===== config.mk =====
export PLATFORM = sky130hd
export DESIGN_NAME = text_mode_fetch_scheduler_flat
export DESIGN_NICKNAME = d
export VERILOG_FILES = /design/src/rtl/video_pkg.sv /design/src/rtl/text_mode_fetch_scheduler_if.sv /design/src/rtl/text_fetch_credit_counter.sv /design/src/rtl/text_mode_fetch_scheduler.sv /design/src/flat_wrapper.sv
export SDC_FILE = /design/constraint.sdc
export NUM_CORES = 1
export LEC_CHECK = 0
export BUFFER_PORTS_ARGS = -buffer_cell sky130_fd_sc_hd__buf_2
export CAP_MARGIN = 30
export CORE_MARGIN = 5
export CORE_UTILIZATION = 45
export CTS_CLUSTER_DIAMETER = 50
export DETAILED_ROUTE_END_ITERATION = 6
export PLACE_DENSITY = 0.77
export RECOVER_POWER = 50
export SYNTH_ARGS = -nofsm -noshare
export SYNTH_HDL_FRONTEND = slang
export SYNTH_SLANG_ARGS = --single-unit

===== constraint.sdc =====
create_clock -name clk_i -period 2.25 [get_ports clk_i]
set_input_delay 0.225 -clock clk_i [delete_from_list [all_inputs] [get_ports clk_i]]
set_output_delay 0.225 -clock clk_i [all_outputs]
set_load 0.03 [all_outputs]

===== src/rtl/video_pkg.sv =====
// Shared video definitions: text fetch states, text geometry
// and the 640x480 timing constants used by the pixel side.
package video_pkg;

  typedef enum logic [1:0] {
    IDLE,
    FETCH,
    DRAIN,
    DONE
  } text_fetch_state_e;

  localparam int TEXT_COLS = 80;
  localparam int TEXT_ROWS = 30;
  localparam int TEXT_WORDS_PER_FRAME =
    TEXT_COLS * TEXT_ROWS / 2;

  localparam int H_ACTIVE = 640;
  localparam int H_FP     = 16;
  localparam int H_SYNC   = 96;
  localparam int H_BP     = 48;
  localparam int H_TOTAL  = 800;
  localparam int V_ACTIVE = 480;
  localparam int V_FP     = 10;
  localparam int V_SYNC   = 2;
  localparam int V_BP     = 33;
  localparam int V_TOTAL  = 525;

endpackage


===== src/rtl/text_mode_fetch_scheduler_if.sv =====
// Memory read port of the text fetch scheduler:
// request/grant address phase, rvalid data phase.
interface text_mode_fetch_scheduler_if #(
  parameter int ADDR_W = 32
) ();

  logic              mem_req_o;
  logic [ADDR_W-1:0] mem_addr_o;
  logic              mem_gnt_i;
  logic              mem_rvalid_i;
  logic [31:0]       mem_rdata_i;

  modport master (
    output mem_req_o,
    output mem_addr_o,
    input  mem_gnt_i,
    input  mem_rvalid_i,
    input  mem_rdata_i
  );

  modport slave (
    input  mem_req_o,
    input  mem_addr_o,
    output mem_gnt_i,
    output mem_rvalid_i,
    output mem_rdata_i
  );

endinterface


===== src/rtl/text_fetch_credit_counter.sv =====
// Tracks granted reads awaiting rvalid and decides whether
// one more read fits under the cap and the fifo credit.
module text_fetch_credit_counter #(
  parameter int FIFO_DEPTH      = 64,
  parameter int MAX_OUTSTANDING = 4
) (
  input  logic clk_i,
  input  logic rst_i,
  input  logic grant_i,
  input  logic rvalid_i,
  input  logic [$clog2(FIFO_DEPTH):0] fifo_level_i,
  output logic [$clog2(MAX_OUTSTANDING+1)-1:0]
               outstanding_o,
  output logic issue_ok_o
);

  localparam int OW = $clog2(MAX_OUTSTANDING + 1);

  logic [OW-1:0] cnt_q;
  logic          dec;

  // a stray rvalid with nothing in flight must not wrap
  assign dec = rvalid_i && (cnt_q != '0);

  always_ff @(posedge clk_i) begin
    if (rst_i) begin
      cnt_q <= '0;
    end else begin
      case ({grant_i, dec})
        2'b10:   cnt_q <= cnt_q + 1'b1;
        2'b01:   cnt_q <= cnt_q - 1'b1;
        default: cnt_q <= cnt_q;
      endcase
    end
  end

  assign outstanding_o = cnt_q;

  assign issue_ok_o =
    (32'(cnt_q) < 32'(MAX_OUTSTANDING)) &&
    ((32'(fifo_level_i) + 32'(cnt_q)) <
     32'(FIFO_DEPTH));

endmodule


===== src/rtl/text_mode_fetch_scheduler.sv =====
// Streams one frame of packed text cells from memory into
// the video fifo, paced by fifo credit and a request cap.
module text_mode_fetch_scheduler
  import video_pkg::*;
#(
  parameter int COLS            = TEXT_COLS,
  parameter int ROWS            = TEXT_ROWS,
  parameter int FIFO_DEPTH      = 64,
  parameter int MAX_OUTSTANDING = 4,
  parameter int ADDR_W          = 32
) (
  input  logic              clk_i,
  input  logic              rst_i,
  input  logic              enable_i,
  input  logic              frame_pulse_i,
  input  logic [ADDR_W-1:0] base_addr_i,
  text_mode_fetch_scheduler_if.master mem,
  input  logic [$clog2(FIFO_DEPTH):0] fifo_level_i,
  output logic              fifo_we_o,
  output logic [31:0]       fifo_wdata_o,
  output logic              fifo_flush_o,
  output logic              busy_o,
  output logic              underrun_o
);

  localparam int WORDS = COLS * ROWS / 2;
  localparam int CW    = $clog2(WORDS + 1);
  localparam int OW    = $clog2(MAX_OUTSTANDING + 1);

  text_fetch_state_e state_q;
  logic [ADDR_W-1:0] base_q;
  logic [CW-1:0]     issue_q;
  logic [CW-1:0]     resp_q;
  logic              pend_q;
  logic              flush_q;
  logic              unr_q;

  logic          fetch;
  logic          req;
  logic          grant;
  logic          last;
  logic          start;
  logic          issue_ok;
  logic [OW-1:0] outst;

  text_fetch_credit_counter #(
    .FIFO_DEPTH      (FIFO_DEPTH),
    .MAX_OUTSTANDING (MAX_OUTSTANDING)
  ) u_credit (
    .clk_i         (clk_i),
    .rst_i         (rst_i),
    .grant_i       (grant),
    .rvalid_i      (mem.mem_rvalid_i),
    .fifo_level_i  (fifo_level_i),
    .outstanding_o (outst),
    .issue_ok_o    (issue_ok)
  );

  assign fetch = (state_q == FETCH);
  assign start = enable_i && frame_pulse_i;

  // a raised request is held until granted
  assign req = fetch &&
    (pend_q || ((issue_q < CW'(WORDS)) && issue_ok));
  assign grant = req && mem.mem_gnt_i;

  assign fifo_we_o    = fetch && mem.mem_rvalid_i;
  assign fifo_wdata_o = mem.mem_rdata_i;
  assign last = fifo_we_o && (resp_q == CW'(WORDS - 1));

  assign mem.mem_req_o  = req;
  assign mem.mem_addr_o =
    base_q + ADDR_W'({issue_q, 2'b00});

  always_ff @(posedge clk_i) begin
    if (rst_i) begin
      state_q <= IDLE;
      base_q  <= '0;
      issue_q <= '0;
      resp_q  <= '0;
      pend_q  <= 1'b0;
      flush_q <= 1'b0;
      unr_q   <= 1'b0;
    end else begin
      flush_q <= 1'b0;
      pend_q  <= 1'b0;
      unique case (state_q)
        IDLE, DONE: begin
          if (start) begin
            base_q  <= base_addr_i;
            issue_q <= '0;
            resp_q  <= '0;
            state_q <= FETCH;
          end else if (state_q == DONE && !enable_i) begin
            state_q <= IDLE;
          end
        end
        FETCH: begin
          if (grant) issue_q <= issue_q + 1'b1;
          if (fifo_we_o) resp_q <= resp_q + 1'b1;
          // completion wins over a coincident frame pulse
          if (last) begin
            state_q <= DONE;
          end else if (frame_pulse_i) begin
            unr_q   <= 1'b1;
            state_q <= DRAIN;
          end else if (!enable_i) begin
            state_q <= DRAIN;
          end else begin
            pend_q <= req && !grant;
          end
        end
        DRAIN: begin
          if (outst == '0) begin
            flush_q <= 1'b1;
            state_q <= IDLE;
          end
        end
        default: state_q <= IDLE;
      endcase
    end
  end

  assign fifo_flush_o = flush_q;
  assign busy_o       = (state_q == FETCH) ||
                        (state_q == DRAIN);
  assign underrun_o   = unr_q;

endmodule


===== src/flat_wrapper.sv =====
// flat-port wrapper written by rule: the top's interface ports become plain ports
module text_mode_fetch_scheduler_flat import video_pkg::*;
#(
  parameter int COLS            = TEXT_COLS,
  parameter int ROWS            = TEXT_ROWS,
  parameter int FIFO_DEPTH      = 64,
  parameter int MAX_OUTSTANDING = 4,
  parameter int ADDR_W          = 32
)
  (clk_i, rst_i, enable_i, frame_pulse_i, base_addr_i, fifo_level_i, fifo_we_o, fifo_wdata_o, fifo_flush_o, busy_o, underrun_o, mem_mem_req_o, mem_mem_addr_o, mem_mem_gnt_i, mem_mem_rvalid_i, mem_mem_rdata_i);
  text_mode_fetch_scheduler_if #(.ADDR_W(ADDR_W)) mem_i ();
  input  logic clk_i;
  input  logic rst_i;
  input  logic enable_i;
  input  logic frame_pulse_i;
  input  logic [ADDR_W-1:0] base_addr_i;
  input  logic [$clog2(FIFO_DEPTH):0] fifo_level_i;
  output logic fifo_we_o;
  output logic [31:0] fifo_wdata_o;
  output logic fifo_flush_o;
  output logic busy_o;
  output logic underrun_o;
  output wire logic [$bits(mem_i.mem_req_o)-1:0] mem_mem_req_o;
  output wire logic [$bits(mem_i.mem_addr_o)-1:0] mem_mem_addr_o;
  input wire logic [$bits(mem_i.mem_gnt_i)-1:0] mem_mem_gnt_i;
  input wire logic [$bits(mem_i.mem_rvalid_i)-1:0] mem_mem_rvalid_i;
  input wire logic [$bits(mem_i.mem_rdata_i)-1:0] mem_mem_rdata_i;
  assign mem_mem_req_o = mem_i.mem_req_o;
  assign mem_mem_addr_o = mem_i.mem_addr_o;
  assign mem_i.mem_gnt_i = mem_mem_gnt_i;
  assign mem_i.mem_rvalid_i = mem_mem_rvalid_i;
  assign mem_i.mem_rdata_i = mem_mem_rdata_i;
  text_mode_fetch_scheduler #(.COLS(COLS), .ROWS(ROWS), .FIFO_DEPTH(FIFO_DEPTH), .MAX_OUTSTANDING(MAX_OUTSTANDING), .ADDR_W(ADDR_W)) u_core (.clk_i(clk_i), .rst_i(rst_i), .enable_i(enable_i), .frame_pulse_i(frame_pulse_i), .base_addr_i(base_addr_i), .mem(mem_i), .fifo_level_i(fifo_level_i), .fifo_we_o(fifo_we_o), .fifo_wdata_o(fifo_wdata_o), .fifo_flush_o(fifo_flush_o), .busy_o(busy_o), .underrun_o(underrun_o));
endmodule

==> results.toml <==
[pwr]
vdd_ir_drop_max_mv = 0.296
powerDensity_nw_per_um2 = 507
switchingPower_mw = 0.919
switching_share_pct = 31.8
sequentialPowerShare_pct = 41.8
p_clk_share_pct = 31.5
leakage_nw = 2.42
internal_power_mw = 1.97
comb_power_share_pct = 26.7

[setup_path]
startpoint_type = "flip-flop"
cp_cell_sequence = "ha_4 -> a21o_1 -> a211o_1 -> a21o_1 -> buf_4 -> buf_6 -> a211oi_4 -> nor2_2 -> xor2_2 -> buf_6"
arrival_ns = 2.51
cp.required_ns = 2.03
crit_path_max_incr_delay_ns = 0.35
path_class = "reg -> out"
crit_fanout = 4
slowest_stage = "dfxtp_2"
end_kind = "output port"

[final_layout]
drive_gt1_share_pct = 43.7
final_util_pct = 68.7
regArea_um2 = 1270
diodes = 0
nets = 708
n_fill_cell = 626
syn_to_final_growth_pct = 46.9
multiInputGateArea_um2 = 2940

[yosys]
synth_edf_count = 0
async_reset_ff_share_pct = 0
synth_fp_nets = 596
ys_ff_latch = 62
yosysTopAreaCellShare_pct = 32.0
avgSynthCellArea_um2 = 7.82
ys_seq_area_share_pct = 32.0
synthCells = 496
synthFlopType = "dfxtp_1"
synth_warnings = 0
synth_cell_types = 49
syn-cell-area_um2 = 3880
yosys.area.top_type = "dfxtp_1"
yosys-top-cells-area = "dfxtp_1, nand2_1, a21oi_1, ha_1, buf_4"

[drt]
vias = 3973
drc_errors = 0
drt-vias-per-instance = 5.53
met1_length_um = 4620
drt_iter0_markers = 242
postRouteAntennaNets = 0
route.met2.wl_um = 5710
dr.pass1.iters = 5
wl_per_cell_um = 15.9
drt_wl_total_um = 11400
dr_wl_met3_um = 839
maxUsedRoutingLayer = "met4"

[place]
hpwl_um = 7440
post-place-ws_ns = -0.196
gp_congestion = 0.890
io_buffers = 81

[sta]
tightest_slew_ns = 0.723
skew_ns = 0.00501
slew_violations = 0
max_freq_mhz = 366
hold_viol_final = 0
rsz0062_at_grt = "yes"
timing.final.crit_share_pct = 121
relSlewSlack_pct = 51.8
min_period_ns = 2.73
setup_viol = 28
timing.final.ws_setup_ns = -0.481

[global_routing]
grt_max_degree = 33
grt_pass1_vias = 3845
grt.overflow.total = 0
grt_pass1_wl_um = 17500
antenna_found_initial = 0
track_usage_pct = 20.6

[floorplan]
core_area_um2 = 8300
die_w_um = 103
die_y_um = 103
num_io_pins = 146
start_util_pct = 46.8
dieArea_um2 = 10600
row_count = 33

[clock_tree]
ctsLongestPathBuffers = 2
ctsHtreeMaxLevel = 3
path_clk_slew_ns = 0.07
clk_latency_ns = 0.34
tritoncts = "yes"
cts_made_buffers = 9
cts_root_buf = "clkbuf_8"
clock-sinks = 62

[run]
maxCapViolCount = 0

[outcome]
status = "finished with violations"
violations = "setup timing"

[min_path]
hold_path.class = "in -> reg"
==> per-layer routing <==
metal	up-vias	GRT usage, %
met5	-	0
met4	0	7.97
met3	34	3.45
met2	156	36.3
met1	1865	25.0
li1	1918	-
==> cell usage after synthesis, types with 4 or more instances <==
cell and n:
and4_1 5, clkbuf_1 18, a31oi_1 9, a211oi_1 5
nand3_1 10, dfxtp_1 62, ha_1 21, buf_4 34
o21ai_0 16, and3_1 9, inv_1 13, nor2_1 28
xor2_1 11, and2_1 8, o211ai_1 7, or4_1 6
a21o_1 6, nand2b_1 4, or3_1 7, nand4_1 13
nand2_1 93, xnor2_1 24, a21oi_1 56
==> kinds of logic (layout without fill, tap and decap cells) <==
group           after synthesis  count (layout)  share of synthesized area (%)
buf+inv                      65             182                           9.58
mux                           2               2                          0.548
fa+ha+maj                    23              23                           7.80
xor+xnor                     35              35                           7.90
flops                        62              62                           32.0
compound gates              112             112                           17.5
simple gates                197             197                           24.7
==> final timing paths <==
path	start	cells past startpoint	slack, ns	endpoint
hold / removal	base_addr_i[7]	3	0.11	u_core.base_q[7]$_SDFFE_PP0P_
setup / recovery	u_core.base_q[10]$_SDFFE_PP0P_	10	-0.48	mem_mem_addr_o[14]
setup reg to reg	u_core.u_credit.outstanding_o[2]$_SDFFE_PP0P_	12	-0.14	u_core.u_credit.outstanding_o[2]$_SDFFE_PP0P_
hold reg to reg	u_core.base_q[1]$_SDFFE_PP0P_	2	0.45	u_core.base_q[1]$_SDFFE_PP0P_
==> state kept, by name, summed over array words and instances, names as in the netlist <==
signal and count:
u_core.base_q 32, u_core.fifo_flush_o 1, u_core.issue_q 11, u_core.pend_q 1, u_core.resp_q 11, u_core.state_q 2, u_core.u_credit.outstanding_o 3, u_core.underrun_o 1
==> through the flow <==
stage | total power, mW | instance area [um2] | instances | TNS, ns | hold slack [ns]
6_report | 2.89 | 5700 | 718 | -7.84 | 0.106
5_1_grt | 3.02 | 5700 | 718 | -10.68 | 0.116
4_1_cts | 2.88 | 5490 | 712 | -7.11 | 0.0983
3_5_place_dp | 1.90 | 4790 | 683 | -2.10 | 0.443
3_3_place_gp | 1.88 | 4790 | 683 | -1.56 | 0.438
2_1_floorplan | 1.77 | 4180 | 496 | -0.216 | 0.361
==> power by group through the flow <==
| stage | Clock, mW | Sequential, mW | Combinational (mW) |
|---|---|---|---|
| floorplan | 0 | 1.23 | 0.546 |
| global placement | 0 | 1.22 | 0.661 |
| detailed placement | 0 | 1.22 | 0.677 |
| CTS | 0.925 | 1.21 | 0.744 |
| global route | 0.964 | 1.22 | 0.837 |
| finish | 0.912 | 1.21 | 0.771 |
==> cell usage in the layout, fill, tap and decap left out, types with 8 or more instances in the layout <==
cell / instances
a21oi_1: 48
a31oi_1: 8
and3_1: 8
buf_2: 50
buf_4: 59
buf_6: 37
clkbuf_1: 10
clkbuf_8: 12
dfxtp_1: 45
dfxtp_2: 15
ha_1: 8
ha_4: 12
inv_1: 11
nand2_1: 85
nand4_1: 13
nor2_1: 23
o21ai_0: 11
xnor2_2: 11
xor2_1: 9
==> worst max-delay path, delay by kind of cell (launching register included) <==
kind,cells,cell delay (ns)
AO/OA/AOI/OAI,4,0.87
AND/OR/NAND/NOR,1,0.08
XOR/XNOR,1,0.19
flip-flops,1,0.35
buffers and inverters,3,0.42
adder cells (fa/ha/maj),1,0.25
==> timing repair <==
action / in CTS / in global routing
hold buffers: 0 / 0
buffers inserted: 13 / 7
endpoints found under the setup margin: 29 / 37
gates cloned: 0 / 0
resized for setup: 110 / 41
pin swaps: 38 / 35
endpoints found under the hold margin: 0 / 0
==> final cells by class <==
class	instances	area share, %
timing repair buffer	153	20.0
sequential	62	22.2
multi-input combinational	369	51.5
inverter	13	0.856
tap	105	2.30
clock buffer	16	3.16
Note: power is estimated with default switching activity, not from simulation.
